**src/rtl/key_repeat_ctrl.sv**
```systemverilog
// Push-button front end: sync, tick-based debounce and delayed auto-repeat
// per key, producing one-cycle move pulses for the game core.
module key_repeat_ctrl #(
    parameter int         DEB_TICKS   = 3,
    parameter int         DAS_TICKS   = 17,
    parameter int         ARR_TICKS   = 5,
    parameter logic [3:0] REPEAT_MASK = 4'b1110
) (
    input  logic       CLOCK_50,
    input  logic       resetn,
    input  logic       tick_input,
    input  logic       game_active,
    input  logic [3:0] KEY,
    output logic       rotate,
    output logic       move_down,
    output logic       move_right,
    output logic       move_left
);

    localparam int MAXT = (DAS_TICKS > ARR_TICKS) ? DAS_TICKS : ARR_TICKS;
    localparam int CW   = $clog2(MAXT + 1);
    localparam int DW   = $clog2(DEB_TICKS + 1);

    typedef enum logic [1:0] {
        IDLE,
        DELAY,
        REPEAT
    } state_t;

    logic [3:0]    sync1;
    logic [3:0]    sync2;
    logic [3:0]    stable;
    logic [3:0]    stable_d;
    logic [3:0]    pulse;
    logic [DW-1:0] deb_cnt [4];
    logic [CW-1:0] cnt     [4];
    state_t        state   [4];
    logic          conflict;

    // Inverted so that 1 means pressed from here on
    always_ff @(posedge CLOCK_50 or negedge resetn) begin
        if (!resetn) begin
            sync1 <= '0;
            sync2 <= '0;
        end else begin
            sync1 <= ~KEY;
            sync2 <= sync1;
        end
    end

    always_ff @(posedge CLOCK_50 or negedge resetn) begin
        if (!resetn) begin
            stable <= '0;
            for (int i = 0; i < 4; i++) begin
                deb_cnt[i] <= '0;
            end
        end else if (tick_input) begin
            for (int i = 0; i < 4; i++) begin
                if (sync2[i] != stable[i]) begin
                    if (deb_cnt[i] == DW'(DEB_TICKS - 1)) begin
                        stable[i]  <= ~stable[i];
                        deb_cnt[i] <= '0;
                    end else begin
                        deb_cnt[i] <= deb_cnt[i] + 1'b1;
                    end
                end else begin
                    deb_cnt[i] <= '0;
                end
            end
        end
    end

    // Keys without repeat park in REPEAT with the counter frozen
    always_ff @(posedge CLOCK_50 or negedge resetn) begin
        if (!resetn) begin
            stable_d <= '0;
            pulse    <= '0;
            for (int i = 0; i < 4; i++) begin
                state[i] <= IDLE;
                cnt[i]   <= '0;
            end
        end else begin
            stable_d <= stable;
            for (int i = 0; i < 4; i++) begin
                pulse[i] <= 1'b0;
                if (!game_active || !stable[i]) begin
                    state[i] <= IDLE;
                end else begin
                    case (state[i])
                        IDLE: begin
                            if (!stable_d[i]) begin
                                pulse[i] <= 1'b1;
                                cnt[i]   <= CW'(DAS_TICKS);
                                state[i] <= REPEAT_MASK[i] ? DELAY : REPEAT;
                            end
                        end
                        DELAY, REPEAT: begin
                            if (tick_input &&
                                (state[i] == DELAY || REPEAT_MASK[i])) begin
                                if (cnt[i] == CW'(1)) begin
                                    pulse[i] <= 1'b1;
                                    cnt[i]   <= CW'(ARR_TICKS);
                                    state[i] <= REPEAT;
                                end else begin
                                    cnt[i] <= cnt[i] - 1'b1;
                                end
                            end
                        end
                        default: state[i] <= IDLE;
                    endcase
                end
            end
        end
    end

    assign conflict = stable[3] & stable[2];

    always_ff @(posedge CLOCK_50 or negedge resetn) begin
        if (!resetn) begin
            rotate     <= 1'b0;
            move_down  <= 1'b0;
            move_right <= 1'b0;
            move_left  <= 1'b0;
        end else begin
            rotate     <= pulse[0];
            move_down  <= pulse[1];
            move_right <= pulse[2] & ~conflict;
            move_left  <= pulse[3] & ~conflict;
        end
    end

endmodule

```
**config.mk**
```make
export PLATFORM = sky130hd
export DESIGN_NAME = key_repeat_ctrl
export DESIGN_NICKNAME = d
export VERILOG_FILES = /design/src/rtl/key_repeat_ctrl.sv
export SDC_FILE = /design/constraint.sdc
export NUM_CORES = 1
export LEC_CHECK = 0
export ABC_AREA = 1
export CAP_MARGIN = 20
export CELL_PAD_IN_SITES_DETAIL_PLACEMENT = 1
export CELL_PAD_IN_SITES_GLOBAL_PLACEMENT = 2
export CORE_AREA = 3 3 86 88
export CTS_CLUSTER_DIAMETER = 150
export DETAILED_ROUTE_END_ITERATION = 6
export DIE_AREA = 0 0 89 91
export PLACE_DENSITY = 0.79
export REMOVE_ABC_BUFFERS = 1
export SLEW_MARGIN = 40
export SYNTH_ARGS = -nofsm -noshare
export SYNTH_HDL_FRONTEND = slang
export SYNTH_SLANG_ARGS = --single-unit
```
**constraint.sdc**
```tcl
create_clock -name CLOCK_50 -period 2.4 [get_ports CLOCK_50]
set_input_delay 0.24 -clock CLOCK_50 [delete_from_list [all_inputs] [get_ports CLOCK_50]]
set_output_delay 0.24 -clock CLOCK_50 [all_outputs]
set_load 0.02 [all_outputs]
```
; ---- Word-level counts from Yosys, hierarchy flattened
; Index checks and enable logic that the tools add are counted.
[op_classes]
eq_ne = 40
bitwise = 13
muxes = 64
n_reduce_logical = 34
addsub = 8
[ops]
columns = cell, count
row1 = 2-to-1 mux 5 bit, 12
row2 = 2-to-1 mux 2 bit, 24
row3 = one-hot mux 5 bit (2 select lines), 4
row4 = != test 3 bit (second input constant), 12
row5 = AND reduction 3 bit, 8
row6 = == test 5 x 1 -> 1 bit (second input constant), 4
row7 = subtractor 5 x 1 -> 5 bit (second input constant), 4
row8 = == test 2 bit (second input constant), 8
row9 = 2-to-1 mux 1 bit, 16
row10 = != test 2 bit (second input constant), 8
row11 = one-hot mux 2 bit (2 select lines), 4
row12 = AND reduction 4 bit, 4
row13 = inverter 1 bit, 9
row14 = adder 2 x 1 -> 2 bit (second input constant), 4
row15 = == test 2 x 1 -> 1 bit (second input constant), 4
row16 = logical NOT 2 bit, 4
row17 = one-hot mux 1 bit (2 select lines), 4
row18 = nonzero test 2 bit, 4
row19 = OR reduction 2 bit, 4
row20 = logical NOT 1 bit, 5
row21 = logical OR 1 bit, 4
row22 = != test 1 bit, 4
row23 = inverter 4 bit, 1
row24 = bitwise AND 1 bit, 3
row25 = logical AND 1 bit, 1
[word_totals]
in_bits = 8
out_inout_bits = 4
reg_bits = 60
word_cells = 183

; ---- Longest topological paths before layout
[depth]
depth_word = 5
mapped_depth = 10
mapped_depth_nobuf = 10

; ---- Worst setup path before layout
; No wires, ideal clock.
[synth_path]
kind = register -> register
from = register state[1] (netlist name)
to = register state[0] (netlist name)
setup_ns = 0.117
required_time_ns = 2.283
stages_incl_launch_ff = 11
arrival_time_ns = 1.352
setup_slack_ns = 0.931
synth_period_minus_slack_ns = 1.469
path_buffers = 1
path_cell_list = dfrtp_1 -> inv_1 -> ha_1 -> buf_4 -> inv_1 -> o21ai_1 -> inv_1 -> nand2_1 -> nand2_1 -> nand2_1 -> nor2_1
[synth_between]
elab_chain_cells = 4
word_cells_on_any_way = 10
classes_between = 5 x eq/ne / 2 x mux / 3 x reduce/logical
[synth_rtl]
columns = item, line_no
row1 = "start, declared", 37  ; state_t state [4];
row2 = "start signal, assigned by index", 94  ; state[i] <= REPEAT_MASK[i] ? DELAY : REPEAT;
row3 = == test 2 x 1 -> 1 bit or == test 2 bit (tied branches), 89  ; case (state[i])
row4 = OR reduction 2 bit, 89
row5 = != test 3 bit (no source line) or one-hot mux 2 bit (2 select lines) (tied branches), --
row6 = AND reduction 3 bit (no source line) or 2-to-1 mux 2 bit (tied branches), --
; Several ways; a longest one is shown, not always the timed one.
; A chain may end at the register's enable or synchronous reset.

; ---- Worst setup path after layout
; Ends and elaborated chain as after synthesis.

==> impl_metrics.json <==
{
  "outcome": "finished clean",
  "h-tree-depth": 2,
  "path_cells": "inv_1 > ha_1 > inv_1 > o21ai_1 > inv_1 > nand2_1 > nand2_1 > nand2_1 > nor2_1",
  "max_freq_mhz": 573.4,
  "dieArea_um2": 8099,
  "start_kind": "flip-flop",
  "cp.required_ns": 2.61,
  "leakagePower_nw": 1.511,
  "worstMarginPinSlew_ns": 0.6520,
  "antenna_found_initial": 0,
  "reg2regPathDepth": 9,
  "tns_ns": 0,
  "coreArea_um2": 6719,
  "place_ws_ns": 0.6151,
  "path_clk_slew_ns": 0.11,
  "cts_buffer_depth": 2,
  "cts_tree": "built",
  "dr.pass1.iters": 4,
  "cts_made_buffers": 5,
  "synth.distinct_cells": 26,
  "power_per_cell_area_nw_per_um2": 1172,
  "arrival_ns": 1.95,
  "die_x_um": 89,
  "hold_end": "sync2[3]$_DFF_PN0_",
  "synth.area.mux_share": 0.01119,
  "synth_cells": 314,
  "drive_gt1_frac": 0.08408,
  "route.detailed.wl_per_inst_um": 13.70,
  "critPathCaptureType": "flip-flop",
  "hp-class": "reg2reg",
  "clockRootBuffer": "clkbuf_8",
  "min_from": "sync1[3]$_DFF_PN0_",
  "drtIter0Drc": 38,
  "synth_compound_area_frac": 0.07599,
  "fin_crit_sh": 0.7267,
  "grt_first_pass_wirelength_um": 10160,
  "post-cts-setup-buffers": 0,
  "rsz0062_at_grt": "no",
  "nNetsFinal": 354,
  "gp_congestion": 0.7551,
  "synthToLayoutAreaGrowth_pct": 12.73,
  "seq_area_frac_synth": 0.5035,
  "ctsResizeCount": 0,
  "hold_depth": 0,
  "num_rows": 30,
  "drcViolationCount": 0,
  "maxCapViolations": 0,
  "setup_viol": 0,
  "vias_per_cell": 4.939,
  "timing.rr.end": "state[0]$_DFFE_PN0P_",
  "cpPeakStageDelay_ns": 0.48,
  "setup_ws_ns": 0.6559,
  "overflow": 0,
  "slowest_stage": "ha_1",
  "clock_latency_ns": 0.31,
  "numPortBuffers": 11,
  "peakVddDrop_v": 0.0003589,
  "start_util": 0.3994,
  "synth_fa_ha_area_frac": 0.06527,
  "num_vias": 2040,
  "synth-seq-cells": 54,
  "synth_xor_area_frac": 0.01632,
  "synth_area_um2": 2684,
  "grt_pass1_vias": 2155,
  "path_class": "reg2reg",
  "totalWireLength_um": 5659,
  "nFillCells": 797,
  "synth_top_family_by_area": "simple AND/OR/NAND/NOR gates",
  "maxSlewHeadroom": 0.5653,
  "path_buf_inv": 3,
  "grt_usage": 0.1582,
  "synth_warnings": 0,
  "grt_max_degree": 29,
  "dp_hpwl_um": 4188,
  "layout_min_cycle_time_ns": 1.744,
  "yosys.area_share.simple": 0.2438,
  "skew_ns": 0.01614,
  "dieHeight_um": 91,
  "reg2reg_from": "state[1]$_DFFE_PN0P_",
  "cts_sinks": 54,
  "rrSetupSlack_ns": 0.66,
  "ios": 12,
  "syn_avg_cell_area_um2": 8.547,
  "num_antenna_cells": 0,
  "drv_slew": 0,
  "crit_family": "adder cells",
  "hold_violations": 0,
  "crit_fanout": 10,
  "regArea_um2": 1351,
  "multi_input_area_um2": 1107,
  "route.antenna.remaining_nets": 0
}
layer usage:
layer / part of all wire / up-vias / wire length, um / track usage
li1: - / 1029 / - / -
met1: 0.48 / 992 / 2702 / 0.2172
met2: 0.50 / 17 / 2823 / 0.2605
met3: 0.017 / 2 / 98 / 0.02178
met4: 0.0062 / 0 / 35 / 0.04094
met5: 0 / - / 0 / 0
logic make-up after synthesis:
family                     Yosys count
AOI/OAI and AO/OA                   37
xor gates and xnor gates             5
adders and majority gates           14
buffers and inverters               56
and+or+nand+nor                    145
DFF                                 54
muxes                                3
cell usage in the layout (no fill, tap or decap):
cell,n
a21boi_0,2
bufinv_16,1
clkinv_1,1
mux2i_1,3
clkinv_4,1
or2_2,2
inv_2,3
buf_2,1
nand3_1,26
o22ai_1,5
o21ai_2,2
o21ai_1,2
buf_12,1
inv_1,46
nor3_1,2
nor2_1,23
nand2_1,73
nand3b_1,3
clkdlybuf4s50_1,10
nand4_1,9
dfrtp_1,54
nor2_4,3
dlygate4sd3_1,1
buf_4,3
ha_1,14
inv_6,1
clkbuf_8,5
xnor2_1,5
o21ai_0,18
clkinv_2,1
a21oi_1,8
nor3_2,1
nand2_2,3
sequential cells by signal, indices dropped and copies added (netlist names):
signal,count
sync1,4
pulse,4
sync2,4
move_right,1
deb_cnt,8
rotate,1
move_left,1
stable_d,4
cnt,15
state,7
stable,4
move_down,1
worst max-delay path by stage:
stage                          from              endpoint  slack [ns]  cells past startpoint
5_1_grt        state[1]$_DFFE_PN0P_  state[0]$_DFFE_PN0P_        0.40                      9
4_1_cts        state[1]$_DFFE_PN0P_  state[0]$_DFFE_PN0P_        0.65                      9
2_1_floorplan  state[1]$_DFFE_PN0P_  state[0]$_DFFE_PN0P_        0.90                      9
3_3_place_gp             tick_input    cnt[4]$_DFFE_PN0P_        0.62                      6
6_report       state[1]$_DFFE_PN0P_  state[0]$_DFFE_PN0P_        0.66                      9
3_5_place_dp             tick_input    cnt[4]$_DFFE_PN0P_        0.62                      6
power by group:
group / switching, mW / total (mW) / internal [mW] / leakage [nW]
clock network: 0.327 / 0.644 / 0.317 / 0.0587
logic: 0.895 / 1.45 / 0.557 / 0.763
registers: 0.245 / 1.45 / 1.21 / 0.689
cells in the mapped netlist, drive strengths merged:
cell type / number / area (um2)
xnor2: 5 / 43.79
buf: 5 / 32.53
inv: 49 / 183.9
or2: 2 / 12.51
ha: 14 / 175.2
nand3b: 3 / 22.52
nand4: 9 / 56.30
nor2: 26 / 120.1
clkinv: 2 / 8.750
dfrtp: 54 / 1351
nand3: 26 / 130.1
o21ai: 22 / 117.6
a21boi: 2 / 15.01
nor3: 3 / 20.02
nand2: 76 / 292.8
o22ai: 5 / 31.28
mux2i: 3 / 30.03
a21oi: 8 / 40.04
final cells by class:
class | count | area share
sequential | 54 | 0.4467
multi-input combinational | 204 | 0.3660
inverter | 51 | 0.06369
timing repair buffer | 16 | 0.05211
tap | 80 | 0.03309
clock buffer | 5 | 0.02275
clock inverter | 3 | 0.01572
stage by stage:
step / instance area, um2 / cells / hold WS, ns / power (mW) / utilization
finish: 3025 / 413 / 0.3551 / 3.547 / 0.4503
global route: 3025 / 413 / 0.3709 / 3.924 / 0.4503
CTS: 3025 / 413 / 0.3585 / 3.606 / 0.4503
detailed placement: 2899 / 404 / 0.3161 / 2.935 / 0.4315
global placement: 2899 / 404 / 0.2994 / 2.899 / 0.4315
floorplan: 2651 / 309 / -0.05559 / 2.529 / -
timing repair:
item,in CTS,in global routing
endpoints found under the hold margin,26,0
hold buffers,1,0
endpoints found under the setup margin,0,0
Power figures use the tool's default switching activity.
